--- config.mk ---
export PLATFORM = sky130hd
export DESIGN_NAME = elevator_sequencer
export DESIGN_NICKNAME = d
export VERILOG_FILES = /design/src/rtl/elevator_sequencer.sv
export SDC_FILE = /design/constraint.sdc
export NUM_CORES = 1
export LEC_CHECK = 0
export CAP_MARGIN = 20
export CELL_PAD_IN_SITES_DETAIL_PLACEMENT = 0
export CELL_PAD_IN_SITES_GLOBAL_PLACEMENT = 1
export CORE_MARGIN = 3
export CORE_UTILIZATION = 37
export DETAILED_ROUTE_END_ITERATION = 10
export GPL_TIMING_DRIVEN = 0
export PLACE_DENSITY = 0.9
export SLEW_MARGIN = 20
export SYNTH_ARGS = -nofsm -noshare
export SYNTH_HDL_FRONTEND = slang
export SYNTH_SLANG_ARGS = --single-unit
--- constraint.sdc ---
create_clock -name CP -period 2.19 [get_ports CP]
set_input_delay 0.3285 -clock CP [delete_from_list [all_inputs] [get_ports CP]]
set_output_delay 0.3285 -clock CP [all_outputs]
set_load 0.005 [all_outputs]
--- src/rtl/elevator_sequencer.sv ---
`default_nettype none
// +----------------------------------------------------------------------------+
// | elevator_sequencer                                                         |
// | Latches floor calls, selects travel direction and sequences the car        |
// | through run / arrive / door-open / door-close cycles.                      |
// | Revision: 1.0                                                              |
// +----------------------------------------------------------------------------+
module elevator_sequencer #(
    parameter int NFLOOR  = 4,
    parameter int FLOOR_W = 2,
    parameter int HOME    = 0
) (
    input  logic               CP,
    input  logic               rst,
    input  logic [NFLOOR-1:0]  call,
    input  logic               endRun,
    input  logic               endOpen,
    output logic               mv2nxt,
    output logic               opendoor,
    output logic [FLOOR_W-1:0] floor,
    output logic               dir,
    output logic [NFLOOR-1:0]  pending,
    output logic               busy
);

    typedef enum logic [2:0] {
        S_IDLE   = 3'd0,
        S_RUN    = 3'd1,
        S_ARRIVE = 3'd2,
        S_OPEN   = 3'd3,
        S_CLOSE  = 3'd4
    } state_t;

    localparam logic [FLOOR_W-1:0] c_TOP  = FLOOR_W'(NFLOOR - 1);
    localparam logic [FLOOR_W-1:0] c_HOME = FLOOR_W'(HOME);
    localparam logic [FLOOR_W-1:0] c_ONE  = FLOOR_W'(1);

    state_t               r_state;
    logic [FLOOR_W-1:0]   r_floor;
    logic                 r_dir;
    logic [NFLOOR-1:0]    r_pending;
    logic                 r_mv2nxt;
    logic                 r_opendoor;
    logic                 r_busy;

    logic                 w_above;
    logic                 w_below;
    logic                 w_here;
    logic                 w_dir_fwd;
    logic                 w_dir_rev;
    logic                 w_enter_open;
    logic                 w_dir_nxt;
    logic [NFLOOR-1:0]    w_pending_nxt;

    always_comb begin
        w_above = 1'b0;
        w_below = 1'b0;
        for (int i = 0; i < NFLOOR; i++) begin
            if (i > int'(r_floor)) w_above = w_above | r_pending[i];
            if (i < int'(r_floor)) w_below = w_below | r_pending[i];
        end
    end

    assign w_here       = r_pending[r_floor];
    assign w_dir_fwd    = r_dir ? w_above : w_below;
    assign w_dir_rev    = r_dir ? w_below : w_above;
    assign w_enter_open = ((r_state == S_IDLE) || (r_state == S_ARRIVE)) && w_here;

    // Reverse only when nothing is served here or ahead; end floors pin direction.
    always_comb begin
        w_dir_nxt = r_dir;
        if (!w_here && !w_dir_fwd && w_dir_rev) w_dir_nxt = ~r_dir;
        if (r_floor == c_TOP)  w_dir_nxt = 1'b0;
        if (r_floor == '0)     w_dir_nxt = 1'b1;
    end

    // A call for the floor whose door is open (or opening) is already served.
    always_comb begin
        w_pending_nxt = r_pending | call;
        if ((r_state == S_OPEN) || w_enter_open) w_pending_nxt[r_floor] = 1'b0;
    end

    always_ff @(posedge CP or posedge rst) begin
        if (rst) begin
            r_state    <= S_IDLE;
            r_floor    <= c_HOME;
            r_dir      <= 1'b1;
            r_pending  <= '0;
            r_mv2nxt   <= 1'b0;
            r_opendoor <= 1'b0;
            r_busy     <= 1'b0;
        end else begin
            r_pending <= w_pending_nxt;
            unique case (r_state)
                S_IDLE: begin
                    r_dir <= w_dir_nxt;
                    if (w_here) begin
                        r_state    <= S_OPEN;
                        r_opendoor <= 1'b1;
                        r_busy     <= 1'b1;
                    end else if (w_dir_fwd) begin
                        r_state  <= S_RUN;
                        r_mv2nxt <= 1'b1;
                        r_busy   <= 1'b1;
                    end
                end
                S_RUN: begin
                    if (endRun) begin
                        r_floor  <= r_dir ? (r_floor + c_ONE) : (r_floor - c_ONE);
                        r_state  <= S_ARRIVE;
                        r_mv2nxt <= 1'b0;
                    end
                end
                S_ARRIVE: begin
                    r_dir <= w_dir_nxt;
                    if (w_here) begin
                        r_state    <= S_OPEN;
                        r_opendoor <= 1'b1;
                    end else if (w_dir_fwd || w_dir_rev) begin
                        r_state  <= S_RUN;
                        r_mv2nxt <= 1'b1;
                    end else begin
                        r_state <= S_IDLE;
                        r_busy  <= 1'b0;
                    end
                end
                S_OPEN: begin
                    if (endOpen) begin
                        r_state    <= S_CLOSE;
                        r_opendoor <= 1'b0;
                    end
                end
                S_CLOSE: begin
                    r_state <= S_IDLE;
                    r_busy  <= 1'b0;
                end
                default: begin
                    r_state    <= S_IDLE;
                    r_mv2nxt   <= 1'b0;
                    r_opendoor <= 1'b0;
                    r_busy     <= 1'b0;
                end
            endcase
        end
    end

    assign mv2nxt   = r_mv2nxt;
    assign opendoor = r_opendoor;
    assign floor    = r_floor;
    assign dir      = r_dir;
    assign pending  = r_pending;
    assign busy     = r_busy;

endmodule
`default_nettype wire

# == After elaboration in Yosys (flattened, before gate mapping) ==
# Index checks and enable logic that the tools add are counted.
# W data, S select, Z words.
# totals
ff_bits,13
out_inout_bits,10
# op_classes
add_sub_neg,2
magnitude_cmp,8
n_eq_ne,14
n_mux,37
n_bitwise,11
n_reduce_logical,22
# ops
cell,count
$mux W1,24
$mux W3,4
$ne A2 B2 Y1 const B,6
$pmux W3 S4,1
$reduce_or A2 Y1,4
$eq A3 B2 Y1 const B,2
$pmux W1 S3,2
$reduce_and A3 Y1,2
$reduce_and A6 Y1,1
$and A4 B4 Y4,1
$gt A2 B2 Y1 const A,2
$logic_and A1 B1 Y1,4
$lt A1 B2 Y1 const A,2
$mux W2,2
$mux W4,1
$ne A2 B1 Y1 const B,2
$not A1 Y1,4
$not A4 Y4,1
$or A1 B1 Y1,4
$or A4 B4 Y4,1
$pmux W1 S4,1
$reduce_and A2 Y1,2
$reduce_and A4 Y1,1
$eq A3 B1 Y1 const B,1
other kinds (16),19

# == Depth between registers and ports, before layout ==
# Gate-level depths: netlist (run 1).
# depth
ltp_word,13
depth_mapped,6
ltp_nobuf,6

# == Worst setup path after synthesis (run 1) ==
# OpenSTA, ideal clock, no wires.
# synth_timing
kind,flip-flop to flip-flop
start,register r_floor[0] (netlist: floor[0])
end,register r_dir (netlist: dir)
arrival_ns,1.882
setup_slack_ns,0.209
stages_incl_launch_ff,7
path_buffers,0
period_less_slack_ns,1.981
cell_sequence,dfrtp_1 > inv_1 > ha_1 > or3b_1 > a311o_2 > a211o_1 > o311ai_1
# synth_via
elab_chain_len,12
# synth_lines
item,line,rtl
"start, declared",39,logic [FLOOR_W-1:0] r_floor;
"start signal, assigned",86,r_floor <= c_HOME;
"start signal, assigned",109,r_floor <= r_dir ? (r_floor + c_ONE) : (r_floor - c_ONE);
$lt A1 B2 Y1 or $gt A1 B2 Y1 (tied branches),"60, 59",
$mux W1 (on tied branches),"60, 59",
$or A1 B1 Y1 (on tied branches),"60, 59",
$mux W1 (on tied branches),"60, 59",
$or A1 B1 Y1 (on tied branches),"60, 59",
$mux W1 (on tied branches),"60, 59",
$mux W1,65,assign w_dir_fwd = r_dir ? w_above : w_below;
$logic_not A1 Y1,72,if (!w_here && !w_dir_fwd && w_dir_rev) w_dir_nxt = ~r_dir;
$logic_and A1 B1 Y1 (2 in series),72,
$reduce_bool A3 Y1 (no source line),-,
$reduce_and A2 Y1 (no source line),-,
"end signal, assigned",96,r_dir <= w_dir_nxt;
"end signal, assigned",115,r_dir <= w_dir_nxt;
"end, declared",40,logic r_dir;
# Several ways; a longest one is shown, not always the timed one. The select of a mux whose other input is x is not followed.
# A chain may end at the register's enable or synchronous reset.

# == Worst setup path after layout (run 1) ==
# Same ends and word-level chain as after synthesis.

==> results by group, run 1 <==
Timing
  • Max Slew Vio Count: 0
  • Slew headroom: 66.2%
  • Setup tns final: 0 ns
  • Fin. Hold Viols: 0
  • Final setup vio count: 0
  • Max Freq: 0.490 GHz
  • Minimum clock period: slightly above 2 ns
  • Worst clock skew: 0.00504 ns
  • Period utilization: 93.2%
  • Least-Margin Pin Slew: around 0.51 ns
  • Worst Setup Slack, final: 0.148 ns
  • RSZ-0062 raised after global routing: false

Worst setup path
  • CP Capture Type: register
  • CP Class: reg2reg
  • Setup crit start kind: register
  • CP Data Required Time: 2.36 ns
  • R2r setup slk: 0.15 ns
  • CP max FO: 6
  • CP arrival: 2.21 ns
  • Worst Reg-to-Reg Cells: 6

Synth
  • Synth Net Count: 107
  • Area leader, netlist: dfrtp_1
  • Area contributors post-synth: dfrtp_1 36%, ha_1 8.9%, nor2_1 5.8%, a21oi_1 5.3%, nand2_1 4.0%
  • Async set or reset register ratio after synthesis: between 90% and 100%
  • Synth cell count leaders: 13 x nor2_1, 12 x dfrtp_1, 9 x a21oi_1, 9 x nand2_1, 7 x inv_1
  • Avg Cell Area, Syn: approximately 9.1 um2
  • Yosys reg bits: 13
  • Ys flop type: dfrtp_1
  • Yosys warning count: 0
  • Synth top area share: 35.6%
  • Post-synthesis sequential area ratio: 38.7%
  • Synth Instances: slightly above 90
  • Post-Syn Area: 843 um2
  • Distinct cells, synth: 31
  • EDFF count, synth: 0
  • Top-count cell post-synth: nor2_1

Die
  • Initial Util: 40.9%
  • Core area: 0.00206 mm2
  • Die W: 53.7 um
  • DIE AREA: 0.00289 mm2
  • FP Rows: 16
  • Die height: 53.7 um
  • I/O pins: 18

Clock tree
  • Clk_lat worst skew: between 0.2 and 0.3 ns
  • CTS buffer count: 3
  • Root buf cell: clkbuf_4
  • Clock Path Buffers: 2
  • H-tree levels: 1
  • # clock sinks: 13
  • TritonCTS clock tree: built
  • Clock transition at path regs: ~0.090 ns

Place
  • RePlAce Congestion: 0.771
  • IO buf count: 17
  • DP HPWL: ~1400 um
  • Setup WS pre-CTS: ~0.10 ns

Global routing
  • Gr ovfl total: 0
  • Number of global-route vias before repair: approximately 700
  • Initial antenna violation count: 0
  • Total Routing Usage GR: 14.3%
  • First-pass GRT wire length: roughly 3000 um
  • Largest net degree at the start of global routing: 14

Pwr
  • P_leak: ~0.00045 uW
  • Worst IR drop on VDD: 0.000669 V
  • Power per cell area: 1430 mW/mm2

Finish
  • Filler Cell Count: 197
  • N_diodes: 0
  • Area of the multi-input gates: 468 um2
  • Layout area overhead: 27.4%
  • Sequential standard cell area: between 300 and 400 um2
  • Nets: 129
  • Share of post-route cells with drive strength above 1: about a tenth

Drt
  • Drt first pass iters: 4
  • Post-DRT Antenna Nets: 0
  • Initial DRC count: 15
  • Remaining DRCs: 0
  • Routed len/inst: around 12 um
  • Via count: about 730
  • Routed WL: approximately 1800 um
  • Routed vias/inst: just over 5

Min path
  • HP Class: in2async

Run
  • Max_cap viols: 0

Run status
  • Status: finished clean
-- final cells by class --
cell class	count	share of cell area, %
Inverter	7	2.44
Buffer	4	2.10
Clock buffer	4	2.44
Tap cell	27	3.14
Multi-Input combinational cell	69	43.5
Sequential cell	13	30.5
Timing Repair Buffer	17	15.8
-- flip-flops by register name, indices dropped and copies added (netlist names) --
register and count:
busy 1, dir 1, floor 2, mv2nxt 1, opendoor 1, pending 4, r_state 3
-- layer usage --
metal	vias up	wire (um)	global-route usage [%]
met3	4	74	2.49
met4	0	27	7.66
li1	374	-	-
met5	-	0	0
met2	19	809	20.6
met1	336	843	20.1
-- path summary, 6_finish.rpt --
kind	from	end
max	floor[0]	dir
min	rst	busy
max in group asynchronous	rst	floor[0]
min in group CP	opendoor	opendoor
min reg2reg	opendoor	opendoor
max reg2reg	floor[0]	dir
-- cells by family (layout without fill, tap and decap cells) --
| family | after synthesis | after routing | synth area share (%) |
|---|---|---|---|
| AND/OR/NAND/NOR | 34 | 34 | 18.7 |
| AO/OA/AOI/OAI | 24 | 24 | 20.8 |
| flip-flops | 13 | 13 | 38.7 |
| buffers and inverters | 11 | 32 | 5.79 |
| adder cells (fa/ha/maj) | 6 | 6 | 8.90 |
| multiplexers | 3 | 3 | 5.04 |
| XOR/XNOR | 2 | 2 | 2.08 |
-- repair_timing --
| item | 4_1_cts | 5_1_grt |
|---|---|---|
| setup endpoints to repair | 0 | 1 |
| buffers inserted | 0 | 0 |
| hold buffers | 0 | 0 |
| gates resized for setup | 0 | 1 |
-- critical path, stage by stage (launching register included) --
cell	delay (ns)
dfrtp_2	0.43
inv_1	0.11
ha_1	0.22
or3b_1	0.40
a311o_2	0.40
a211o_1	0.29
o311ai_1	0.10
-- layout by cell type, fill, tap and decap left out, drive strengths merged --
| cell | netlist | final |
|---|---|---|
| clkdlybuf4s50 | 0 | 17 |
| nor2 | 13 | 13 |
| dfrtp | 12 | 12 |
| nand2 | 9 | 9 |
| a21oi | 9 | 9 |
| inv | 7 | 7 |
| clkbuf | 3 | 7 |
| ha | 6 | 6 |
| nand2b | 4 | 4 |
| a211oi | 3 | 3 |
| o21ai | 3 | 3 |
| mux2i | 2 | 2 |
| xnor2 | 2 | 2 |
| nor4 | 2 | 2 |
| a311oi | 2 | 2 |
| mux4 | 1 | 1 |
| buf | 1 | 1 |
| or3b | 1 | 1 |
| nand3 | 1 | 1 |
| o221ai | 1 | 1 |
| nor3 | 1 | 1 |
| nand4 | 1 | 1 |
| o41ai | 1 | 1 |
| nor2b | 1 | 1 |
| o31ai | 1 | 1 |
| a221oi | 1 | 1 |
| or2 | 1 | 1 |
| a311o | 1 | 1 |
| a211o | 1 | 1 |
| o311ai | 1 | 1 |
| dfstp | 1 | 1 |
-- where the power goes --
group	internal, uW	switching, uW
registers	352	105
clock network	70.6	81.8
logic	448	481
-- through the flow --
step,hold slack [ns],cells,instance area (um2),power [uW],util [%]
floorplan,0.205,93,843,1080,-
global placement,0.485,137,1050,1380,50.8
detailed placement,0.501,137,1050,1390,50.8
CTS,0.385,141,1070,1550,52.1
global route,0.412,141,1070,1690,52.1
finish,0.367,141,1070,1540,52.1
(Power assumes the default switching activity.)
==> run 2: changes to the inputs <==
--- a/config.mk
+++ b/config.mk
@@ -8,9 +8,11 @@
 export CAP_MARGIN = 20
 export CELL_PAD_IN_SITES_DETAIL_PLACEMENT = 0
 export CELL_PAD_IN_SITES_GLOBAL_PLACEMENT = 1
+export CORE_ASPECT_RATIO = 1.4
 export CORE_MARGIN = 3
 export CORE_UTILIZATION = 37
 export DETAILED_ROUTE_END_ITERATION = 10
+export GPL_ROUTABILITY_DRIVEN = 0
 export GPL_TIMING_DRIVEN = 0
 export PLACE_DENSITY = 0.9
 export SLEW_MARGIN = 20
==> results by group, run 2 (synthesis gave the netlist of run 1 again) <==
Timing
  • Setup tns final: 0 ns (unchanged)
  • Worst clock skew: 0.00347 ns (was 0.00504 ns)
  • Final setup vio count: 0 (unchanged)
  • Slew headroom: 65.1% (was 66.2%)
  • Max Slew Vio Count: 0 (unchanged)
  • Max Freq: 0.489 GHz (was 0.490 GHz)
  • RSZ-0062 raised after global routing: false (unchanged)
  • Fin. Hold Viols: 0 (unchanged)
  • Least-Margin Pin Slew: 0.523 ns (was 0.507 ns)
  • Period utilization: 93.3% (was 93.2%)
  • Minimum clock period: 2.04 ns (about the same)

Worst setup path
  • CP Capture Type: register (unchanged)
  • CP max FO: 6 (unchanged)
  • Critical path startpoint: floor[0] (unchanged)
  • Reg-to-Reg End: dir (unchanged)
  • Worst R2R Start: floor[0] (unchanged)
  • CP arrival: 2.22 ns (was 2.21 ns)
  • Crit path to: dir (unchanged)
  • Worst Reg-to-Reg Cells: 6 (unchanged)
  • Worst-path cell chain: inv_1 -> ha_1 -> or3b_1 -> a311o_2 -> a211o_1 -> o311ai_1 (unchanged)
  • Slowest-stage cell, CP: dfrtp_2 (unchanged)
  • Setup crit start kind: register (unchanged)
  • Max incr delay on CP: 0.44 ns (was 0.43 ns)
  • R2r setup slk: 0.15 ns (about the same)
  • CP Data Required Time: 2.37 ns (was 2.36 ns)
  • CP Class: reg2reg (unchanged)

Finish
  • N_diodes: 0 (unchanged)
  • Number of flip-flops in the largest register: 4 (unchanged)
  • Share of post-route cells with drive strength above 1: 9.65% (unchanged)
  • Filler Cell Count: 209 (was 197)
  • Sequential standard cell area: 328 um2 (unchanged)
  • Nets: 129 (unchanged)
  • Commonest non-fill, non-tap cell in the layout: clkdlybuf4s50_1 (unchanged)
  • Area of the multi-input gates: 468 um2 (unchanged)
  • Commonest non-fill, non-tap cells in the layout: 17 x clkdlybuf4s50_1, 13 x nor2_1, 11 x dfrtp_1, 9 x nand2_1, 9 x a21oi_1 (unchanged)
  • Layout area overhead: 26.6% (was 27.4%)

Place
  • IO buf count: 17 (unchanged)
  • DP HPWL: 1440 um (was 1350 um)

Die
  • Die W: 46.4 um (was 53.7 um)
  • Core area: 0.00207 mm2 (was 0.00206 mm2)
  • Initial Util: 40.8% (was 40.9%)
  • I/O pins: 18 (unchanged)
  • FP Rows: 19 (was 16)
  • DIE AREA: 0.00290 mm2 (was 0.00289 mm2)
  • Die height: 62.5 um (was 53.7 um)

Clock tree
  • Clock transition at path regs: 0.08 ns (was 0.09 ns)
  • # clock sinks: 13 (unchanged)
  • TritonCTS clock tree: built (unchanged)
  • H-tree levels: 1 (unchanged)
  • Hold-fix buffers, CTS: 0 (unchanged)
  • Clk_lat worst skew: 0.28 ns (about the same)
  • CTS buffer count: 3 (unchanged)
  • Root buf cell: clkbuf_4 (unchanged)
  • Clock Path Buffers: 2 (unchanged)

Run status
  • Status: finished clean (unchanged)

Pwr
  • Worst IR drop on VDD: 0.000755 V (was 0.000669 V)
  • Power per cell area: 1450 mW/mm2 (was 1430 mW/mm2)
  • Total power draw: 1550 uW (was 1540 uW)
  • P_leak: 0.000448 uW (unchanged)

Min path
  • HP Class: in2async (unchanged)

Global routing
  • First-pass GRT wire length: 3260 um (was 3000 um)
  • Number of global-route vias before repair: 771 (was 681)
  • Largest net degree at the start of global routing: 14 (unchanged)
  • Initial antenna violation count: 0 (unchanged)
  • Total Routing Usage GR: 14.5% (was 14.3%)
  • Gr ovfl total: 0 (unchanged)

Drt
  • Routed len/inst: 14.2 um (was 12.5 um)
  • Routed WL: 1920 um (was 1760 um)
  • Post-DRT Antenna Nets: 0 (unchanged)
  • Drt first pass iters: 4 (unchanged)
  • Remaining DRCs: 0 (unchanged)
  • Routed vias/inst: 5.37 (was 5.20)
  • Initial DRC count: 13 (was 15)
  • Via count: 725 (was 733)

Run
  • Max_cap viols: 0 (unchanged)
[run 2: cell counts in the layout (fill, tap and decap cells not counted)]
No cell type changed its count.
[run 2: where the power goes]
part	switching [uW]	internal [uW]
sequential	114	352
combinational	481	448
clock	81.1	70.6
total	676	871
[run 2: worst max-delay path, delay by kind of cell, from the launching register on]
kind	cells	cell delay [ns]
and+or+nand+nor	1	0.39
DFF	1	0.44
adders and majority gates	1	0.22
buffers and inverters	1	0.12
AOI/OAI and AO/OA	3	0.78
[run 2: timing repair]
| item | 4_1_cts | 5_1_grt |
|---|---|---|
| endpoints found under the setup margin | 0 | 1 |
| gates resized for setup | 0 | 1 |
| setup buffers | 0 | 0 |
[run 2: stage by stage]
stage | utilization (%) | instances | worst slack, ns | instance area, um2 | hold slack (ns)
6_report | 51.6 | 135 | 0.146 | 1070 | 0.380
2_1_floorplan | - | 93 | 0.209 | 843 | 0.205
5_1_grt | 51.6 | 135 | 0.0356 | 1070 | 0.437
4_1_cts | 51.5 | 135 | 0.0409 | 1070 | 0.403
3_5_place_dp | 50.3 | 131 | 0.0688 | 1040 | 0.488
3_3_place_gp | 50.3 | 131 | 0.0694 | 1040 | 0.487
[run 2: how the worst min path moves through the flow]
| stage | start | endpoint | slack [ns] | cells past startpoint |
|---|---|---|---|---|
| 4_1_cts | rst | r_state[0] | 0.40 | 2 |
| 3_5_place_dp | opendoor | opendoor | 0.49 | 2 |
| 3_3_place_gp | opendoor | opendoor | 0.49 | 2 |
| 2_1_floorplan | rst | busy | 0.20 | 1 |
| 6_report | rst | r_state[2] | 0.38 | 2 |
| 5_1_grt | rst | pending[1] | 0.44 | 2 |
[run 2: layout make-up]
class,instances,area share (%)
Buffer,4,2.11
Clock buffer,4,2.46
Inverter,7,2.46
Multi-Input combinational cell,69,43.8
Sequential cell,13,30.7
Tap cell,21,2.46
Timing Repair Buffer,17,15.9
[run 2: layer usage]
metal  global-route usage, %  vias up  wire, um
li1                        -      370         -
met1                    18.3      341       887
met2                    22.9       14       961
met3                    3.75        0        68
met4                    4.98        0         0
met5                       0        -         0
